### src/rtl/w_fsm_array.sv
// Multi-channel six-state w-sequence Moore FSM with per-channel enable,
// z rising-edge pulses and saturating z-high cycle counters.
module w_fsm_array #(
    parameter int CHANNELS = 4,
    parameter int CNT_W    = 8
) (
    input  logic                      clk,
    input  logic                      resetn,
    input  logic [CHANNELS-1:0]       en,
    input  logic [CHANNELS-1:0]       w,
    input  logic                      clr_cnt,
    output logic [CHANNELS-1:0]       z,
    output logic                      z_any,
    output logic [CHANNELS-1:0]       z_rise,
    output logic [CHANNELS*CNT_W-1:0] z_cnt
);

    typedef enum logic [2:0] {
        S_A = 3'd0,
        S_B = 3'd1,
        S_C = 3'd2,
        S_D = 3'd3,
        S_E = 3'd4,
        S_F = 3'd5
    } state_t;

    localparam logic [CNT_W-1:0] CNT_MAX = '1;
    localparam logic [CNT_W-1:0] CNT_ONE = CNT_W'(1);

    for (genvar i = 0; i < CHANNELS; i++) begin : g_ch
        state_t           state;
        state_t           state_nxt;
        logic             z_prev;
        logic [CNT_W-1:0] cnt;

        // Unused codes fall to A even while the channel is disabled.
        always_comb begin
            state_nxt = S_A;
            case (state)
                S_A:     state_nxt = w[i] ? S_A : S_B;
                S_B:     state_nxt = w[i] ? S_D : S_C;
                S_C:     state_nxt = w[i] ? S_D : S_E;
                S_D:     state_nxt = w[i] ? S_A : S_F;
                S_E:     state_nxt = w[i] ? S_D : S_E;
                S_F:     state_nxt = w[i] ? S_D : S_C;
                default: state_nxt = S_A;
            endcase
            if (!en[i] && state <= S_F) begin
                state_nxt = state;
            end
        end

        always_ff @(posedge clk) begin
            if (!resetn) begin
                state  <= S_A;
                z_prev <= 1'b0;
                cnt    <= '0;
            end else begin
                state  <= state_nxt;
                z_prev <= z[i];
                if (clr_cnt) begin
                    cnt <= '0;
                end else if (z[i] && cnt != CNT_MAX) begin
                    cnt <= cnt + CNT_ONE;
                end
            end
        end

        assign z[i]                      = (state == S_E) || (state == S_F);
        assign z_rise[i]                 = z[i] & ~z_prev;
        assign z_cnt[i*CNT_W +: CNT_W]   = cnt;
    end

    assign z_any = |z;

endmodule

### config.mk
export PLATFORM = sky130hd
export DESIGN_NAME = w_fsm_array
export DESIGN_NICKNAME = d
export VERILOG_FILES = /design/src/rtl/w_fsm_array.sv
export SDC_FILE = /design/constraint.sdc
export NUM_CORES = 1
export LEC_CHECK = 0
export CORE_ASPECT_RATIO = 0.9
export CORE_MARGIN = 4
export CORE_UTILIZATION = 60
export CTS_CLUSTER_DIAMETER = 200
export DETAILED_ROUTE_END_ITERATION = 8
export DONT_BUFFER_PORTS = 1
export GPL_TIMING_DRIVEN = 0
export MAX_ROUTING_LAYER = met4
export PLACE_DENSITY = 0.76
export SLEW_MARGIN = 40
export SYNTH_ARGS = -nofsm -noshare
export SYNTH_HDL_FRONTEND = slang
export SYNTH_SLANG_ARGS = --single-unit
### constraint.sdc
create_clock -name clk -period 4.88 [get_ports clk]
set_clock_uncertainty 0.2 [all_clocks]
set_input_delay 0.732 -clock clk [delete_from_list [all_inputs] [get_ports clk]]
set_output_delay 0.732 -clock clk [all_outputs]
set_load 0.01 [all_outputs]
Word level (Yosys, flattened, before mapping)
Index checks and enable logic that the tools add are counted.
{"block": "classes", "add_sub_neg": 4, "multipliers": 0, "n_div": 0, "n_lt_le_gt_ge": 4, "eq_ne": 24, "shifts": 0, "mux": 20, "bitwise": 9, "reduce_logical": 30}
{"op": "3-bit one-hot mux with 4 select lines", "n": 4}
{"op": "8-bit by 1-bit adder with 8-bit output (second input constant)", "n": 4}
{"op": "8-bit != test (second input constant)", "n": 4}
{"op": "3-bit by 2-bit equality test with 1-bit output (second input constant)", "n": 8}
{"op": "3-bit equality test (second input constant)", "n": 8}
{"op": "3-bit two-way mux", "n": 8}
{"op": "2-bit OR reduction", "n": 9}
{"op": "3-bit by 1-bit equality test with 1-bit output (second input constant)", "n": 4}
{"op": "3-bit <= comparator (second input constant)", "n": 4}
{"op": "3-bit zero test", "n": 4}
{"op": "1-bit logical AND", "n": 8}
{"op": "1-bit two-way mux", "n": 8}
{"op": "1-bit NOT", "n": 5}
{"op": "1-bit AND", "n": 4}
{"op": "1-bit zero test", "n": 4}
{"op": "1-bit logical OR", "n": 4}
{"op": "4-bit OR reduction", "n": 1}
{"block": "word_totals", "reg_bits": 48, "latch_bits": 0, "ramBits": 0, "romBits": 0, "input_bits": 11, "out_inout_bits": 41, "elab_cells": 103, "mem_count": 0}

Longest topological paths before layout
{"block": "depth", "depth_word": 3, "ltp_mapped": 6, "ltp_nobuf": 5}

Worst setup path after synthesis
Ideal clock, no wire load.
{"block": "synth_timing", "path_type": "register to output", "start": "register g_ch[3].state[1]", "end": "output port z_any", "t_arrival_ns": 1.282, "t_required_ns": 3.948, "setup_slack_ns": 2.666, "path_stages_with_launch": 5, "n_path_buf": 2, "path_cell_list": "dfxtp_1 clkbuf_1 nor2b_1 buf_2 or4_1"}
{"block": "synth_via", "elab_chain_cells": 3, "word_cells_on_any_way": 4, "cone_classes": "eq/ne: 2; reduce/logical: 2"}
{"item": "start, declared", "line": "31", "text": "state_t state;"}
{"item": "start signal, assigned", "line": "59", "text": "state <= state_nxt;"}
{"item": "3-bit equality test", "line": "69", "text": "assign z[i] = (state == S_E) || (state == S_F);"}
{"item": "1-bit logical OR (*)", "line": "69"}
{"item": "named net z[3]", "line": "12", "text": "output logic [CHANNELS-1:0] z,"}
{"item": "4-bit OR reduction (*)", "line": "74", "text": "assign z_any = |z;"}
{"item": "end, declared", "line": "13", "text": "output logic z_any,"}
The timed path passes the listed nets; every way through them passes the cells marked *.

Worst setup path in the final report
Same ends and word-level chain as after synthesis.

==> metrics <==
result of the run=finished clean; synthesized net count=307; number of warning messages in the yosys log=0; total power draw=700.0 uW; mean cell area of the mapped netlist=8.313 sq um; starting density of the core=63.71%; DRC violations left=0; total wire length after detailed routing=5168 um; Final TNS setup=0 ps; worst IR drop on VDD=0.0002005 V; Ant. Diodes=0; layout cells sized above 1=5.017%; input/output buffers=0; Remaining Overflow, GRT=0; CTS Hold Bufs=0; global-route usage over all layers=21.61%; CTS tree=built; register bit total from synthesis=48; pre-CTS setup slack=2537 ps; residual antenna-violating net count after detailed routing=0; Worst slew margin=61.31%; via total after detailed routing=2,119; number of placed I/O pins=52; min Tclk post-route=2661 ps; Critical Path RT=3950 ps; global-route wire length before repair=8362 um; Switching Power=156.3 uW; Setup crit start kind=register; Avg WL per Cell=14.98 um; post-synthesis instance area=2427 sq um; maximum achievable frequency=375.8 MHz; share of Yosys cell area claimed by the top area cell type=39.59%; switching portion of total power=22.33%; total of max-cap violations=0; Site Rows=21; largest net degree at the start of global routing=14; critical path class=register to primary output; sequential fraction of the synthesis area=39.59%; share of flip-flops with an asynchronous set or reset=0%; pwr/cell area=271.2 nW/um^2; share of total power in sequential cells=57.8%; final period utilization=54.52%; RSZ-0062 raised after global routing=false; Pins Over Slew Limit=0; Yosys cell types=38; Final GP Congestion=0.8791; average vias per placed instance=6.142; CP arrival=1730 ps; leakage power of the design=0.8682 nW; Longest Clk Path Bufs=2; post-detail-place hpwl=3709 um; Area contributors post-synth=sky130_fd_sc_hd__dfxtp_1 (40%), sky130_fd_sc_hd__a21oi_1 (6.4%), sky130_fd_sc_hd__o21ai_0 (3.9%); gate count after technology mapping=292; Die Wd=75.05 um; Die Y=68.34 um; final hold viol count=0; top cell type by total area after synthesis=sky130_fd_sc_hd__dfxtp_1; Tightest Hold Check Type=register to register; Std-Cell Core Area=3810 sq um; # setup viols final=0; clk slew on worst S/H paths=80 ps; number of clock sinks=48; highest net fanout along the worst path=8; Post-synth EDFFs=0; Worst Setup Slack, final=2219 ps; total clock buffers created by CTS=5; leading register cell type out of synthesis=sky130_fd_sc_hd__dfxtp_1; synth-to-layout area growth=6.340%; iteration count of the initial detailed-routing pass=4; Setup Buffers After CTS=0; H-tree levels=2; internal power component=543.7 uW; via count of the first global-routing pass=1,863; combinational share of power=6.6%; number of antenna violations at the first check in global routing=0; net count reported at finish=314; number of gates given a new drive strength after cts=0; die area=5129 sq um; CTS root buf=sky130_fd_sc_hd__clkbuf_8; Critical Path Sink Type=primary output; Clock Latency Late Sink=290 ps; fill cell count=335; number of DRC violations after detailed-routing iteration 0=154; clock share of power=35.6%; transition time of the tightest slew-check pin=579.1 ps
-- flip-flops by register name, indices dropped and copies added, names as in the netlist --
signal and cells:
g_ch.state 12, g_ch.cnt 32, g_ch.z_prev 4
-- metrics by stage --
stage	instance area (sq um)	std cells	util, %	hold WS [ps]
after global placement	2485	338	65.22	317.0
after global routing	2581	345	67.75	327.4
final	2581	345	67.75	320.6
after CTS	2581	345	67.75	321.2
after detailed placement	2485	338	65.22	302.8
after floorplan	2427	292	-	277.5
-- kinds of logic after synthesis --
| group | after synthesis | synth area share, % |
|---|---|---|
| and+or+nand+nor | 129 | 30.36 |
| AOI/OAI and AO/OA | 75 | 18.35 |
| DFF | 48 | 39.59 |
| buffers and inverters | 19 | 3.196 |
| xor gates and xnor gates | 11 | 3.969 |
| muxes | 6 | 2.474 |
| adders and majority gates | 4 | 2.062 |
-- worst paths after layout --
kind	cells after the start	startpoint	slack [ps]	end
setup / recovery	4	g_ch[3].state[1]	2220	z_any
hold / removal	2	g_ch[0].state[0]	320	g_ch[0].state[0]
setup reg to reg	5	g_ch[1].state[2]	2920	g_ch[1].cnt[5]
hold reg to reg	2	g_ch[0].state[0]	320	g_ch[0].state[0]
-- per-layer routing --
| metal | vias up | track usage [%] | share of wire (%) |
|---|---|---|---|
| met5 | - | - | 0 |
| met1 | 982 | 26.72 | 46 |
| li1 | 1082 | - | - |
| met4 | 0 | 5.778 | 1.2 |
| met3 | 6 | 6.461 | 5.9 |
| met2 | 49 | 34.35 | 47 |
-- Yosys cell counts (3+ instances only) --
| library cell | count |
|---|---|
| sky130_fd_sc_hd__a311oi_1 | 3 |
| sky130_fd_sc_hd__ha_1 | 4 |
| sky130_fd_sc_hd__clkbuf_1 | 9 |
| sky130_fd_sc_hd__nand2_1 | 23 |
| sky130_fd_sc_hd__nor3_1 | 10 |
| sky130_fd_sc_hd__nor2b_1 | 12 |
| sky130_fd_sc_hd__o21ai_0 | 19 |
| sky130_fd_sc_hd__o211ai_1 | 6 |
| sky130_fd_sc_hd__nand2b_1 | 9 |
| sky130_fd_sc_hd__mux2i_1 | 6 |
| sky130_fd_sc_hd__nand3_1 | 12 |
| sky130_fd_sc_hd__inv_1 | 7 |
| sky130_fd_sc_hd__xor2_1 | 6 |
| sky130_fd_sc_hd__nor2_1 | 24 |
| sky130_fd_sc_hd__o31ai_1 | 6 |
| sky130_fd_sc_hd__or4_1 | 5 |
| sky130_fd_sc_hd__a211oi_1 | 3 |
| sky130_fd_sc_hd__nor3b_1 | 6 |
| sky130_fd_sc_hd__nand4_1 | 7 |
| sky130_fd_sc_hd__a21oi_1 | 31 |
| sky130_fd_sc_hd__and3_1 | 4 |
| sky130_fd_sc_hd__and4_1 | 3 |
| sky130_fd_sc_hd__xnor2_1 | 5 |
| sky130_fd_sc_hd__dfxtp_1 | 48 |
| sky130_fd_sc_hd__and2_1 | 4 |
-- layout by cell type, fill, tap and decap left out, types with 2 or more instances in the layout --
master,netlist,layout
sky130_fd_sc_hd__a311oi_1,3,3
sky130_fd_sc_hd__or4_1,5,5
sky130_fd_sc_hd__nor2_1,24,24
sky130_fd_sc_hd__nor3_1,10,10
sky130_fd_sc_hd__o21a_1,2,2
sky130_fd_sc_hd__o211ai_1,6,6
sky130_fd_sc_hd__a211oi_1,3,3
sky130_fd_sc_hd__o31ai_1,6,6
sky130_fd_sc_hd__a21oi_1,31,31
sky130_fd_sc_hd__ha_1,4,4
sky130_fd_sc_hd__and4_1,3,3
sky130_fd_sc_hd__nand4_1,7,7
sky130_fd_sc_hd__nand2b_1,9,9
sky130_fd_sc_hd__xor2_1,6,6
sky130_fd_sc_hd__xnor2_1,5,5
sky130_fd_sc_hd__dfxtp_1,48,48
sky130_fd_sc_hd__inv_1,7,7
sky130_fd_sc_hd__nand2_1,23,23
sky130_fd_sc_hd__nand3_1,12,12
sky130_fd_sc_hd__nand2b_4,2,2
sky130_fd_sc_hd__and2_1,4,4
sky130_fd_sc_hd__nor2b_1,12,12
sky130_fd_sc_hd__and4b_1,2,2
sky130_fd_sc_hd__clkbuf_1,9,9
sky130_fd_sc_hd__or3_1,2,2
sky130_fd_sc_hd__mux2i_1,6,6
sky130_fd_sc_hd__o21ai_0,19,19
sky130_fd_sc_hd__clkbuf_8,0,7
sky130_fd_sc_hd__a31oi_1,2,2
sky130_fd_sc_hd__a2111oi_0,2,2
sky130_fd_sc_hd__and3_1,4,4
sky130_fd_sc_hd__and4bb_2,2,2
sky130_fd_sc_hd__nor3b_1,6,6
-- critical path, cell delays in order, from the launching register on --
cell and delay, ps:
sky130_fd_sc_hd__dfxtp_1 310, sky130_fd_sc_hd__clkbuf_1 280, sky130_fd_sc_hd__nor2b_1 70, sky130_fd_sc_hd__buf_2 180, sky130_fd_sc_hd__or4_1 590
-- power by group through the flow --
stage | logic (mW) | registers, mW | clock network [mW]
floorplan | 0.0381 | 0.412 | 0
global placement | 0.0448 | 0.413 | 0
detailed placement | 0.0461 | 0.414 | 0
CTS | 0.0464 | 0.404 | 0.256
global route | 0.0522 | 0.406 | 0.273
finish | 0.0463 | 0.404 | 0.249
-- cell type report --
cell class                 instances  area, sq um  area share, %
multi-input combinational        225         1389          53.80
sequential                        48        960.9          37.23
clock buffer                       7        96.34          3.732
tap                               46        57.56          2.230
buffer                            12        51.30          1.987
inverter                           7        26.28          1.018
Note: power is estimated with default switching activity, not from simulation.
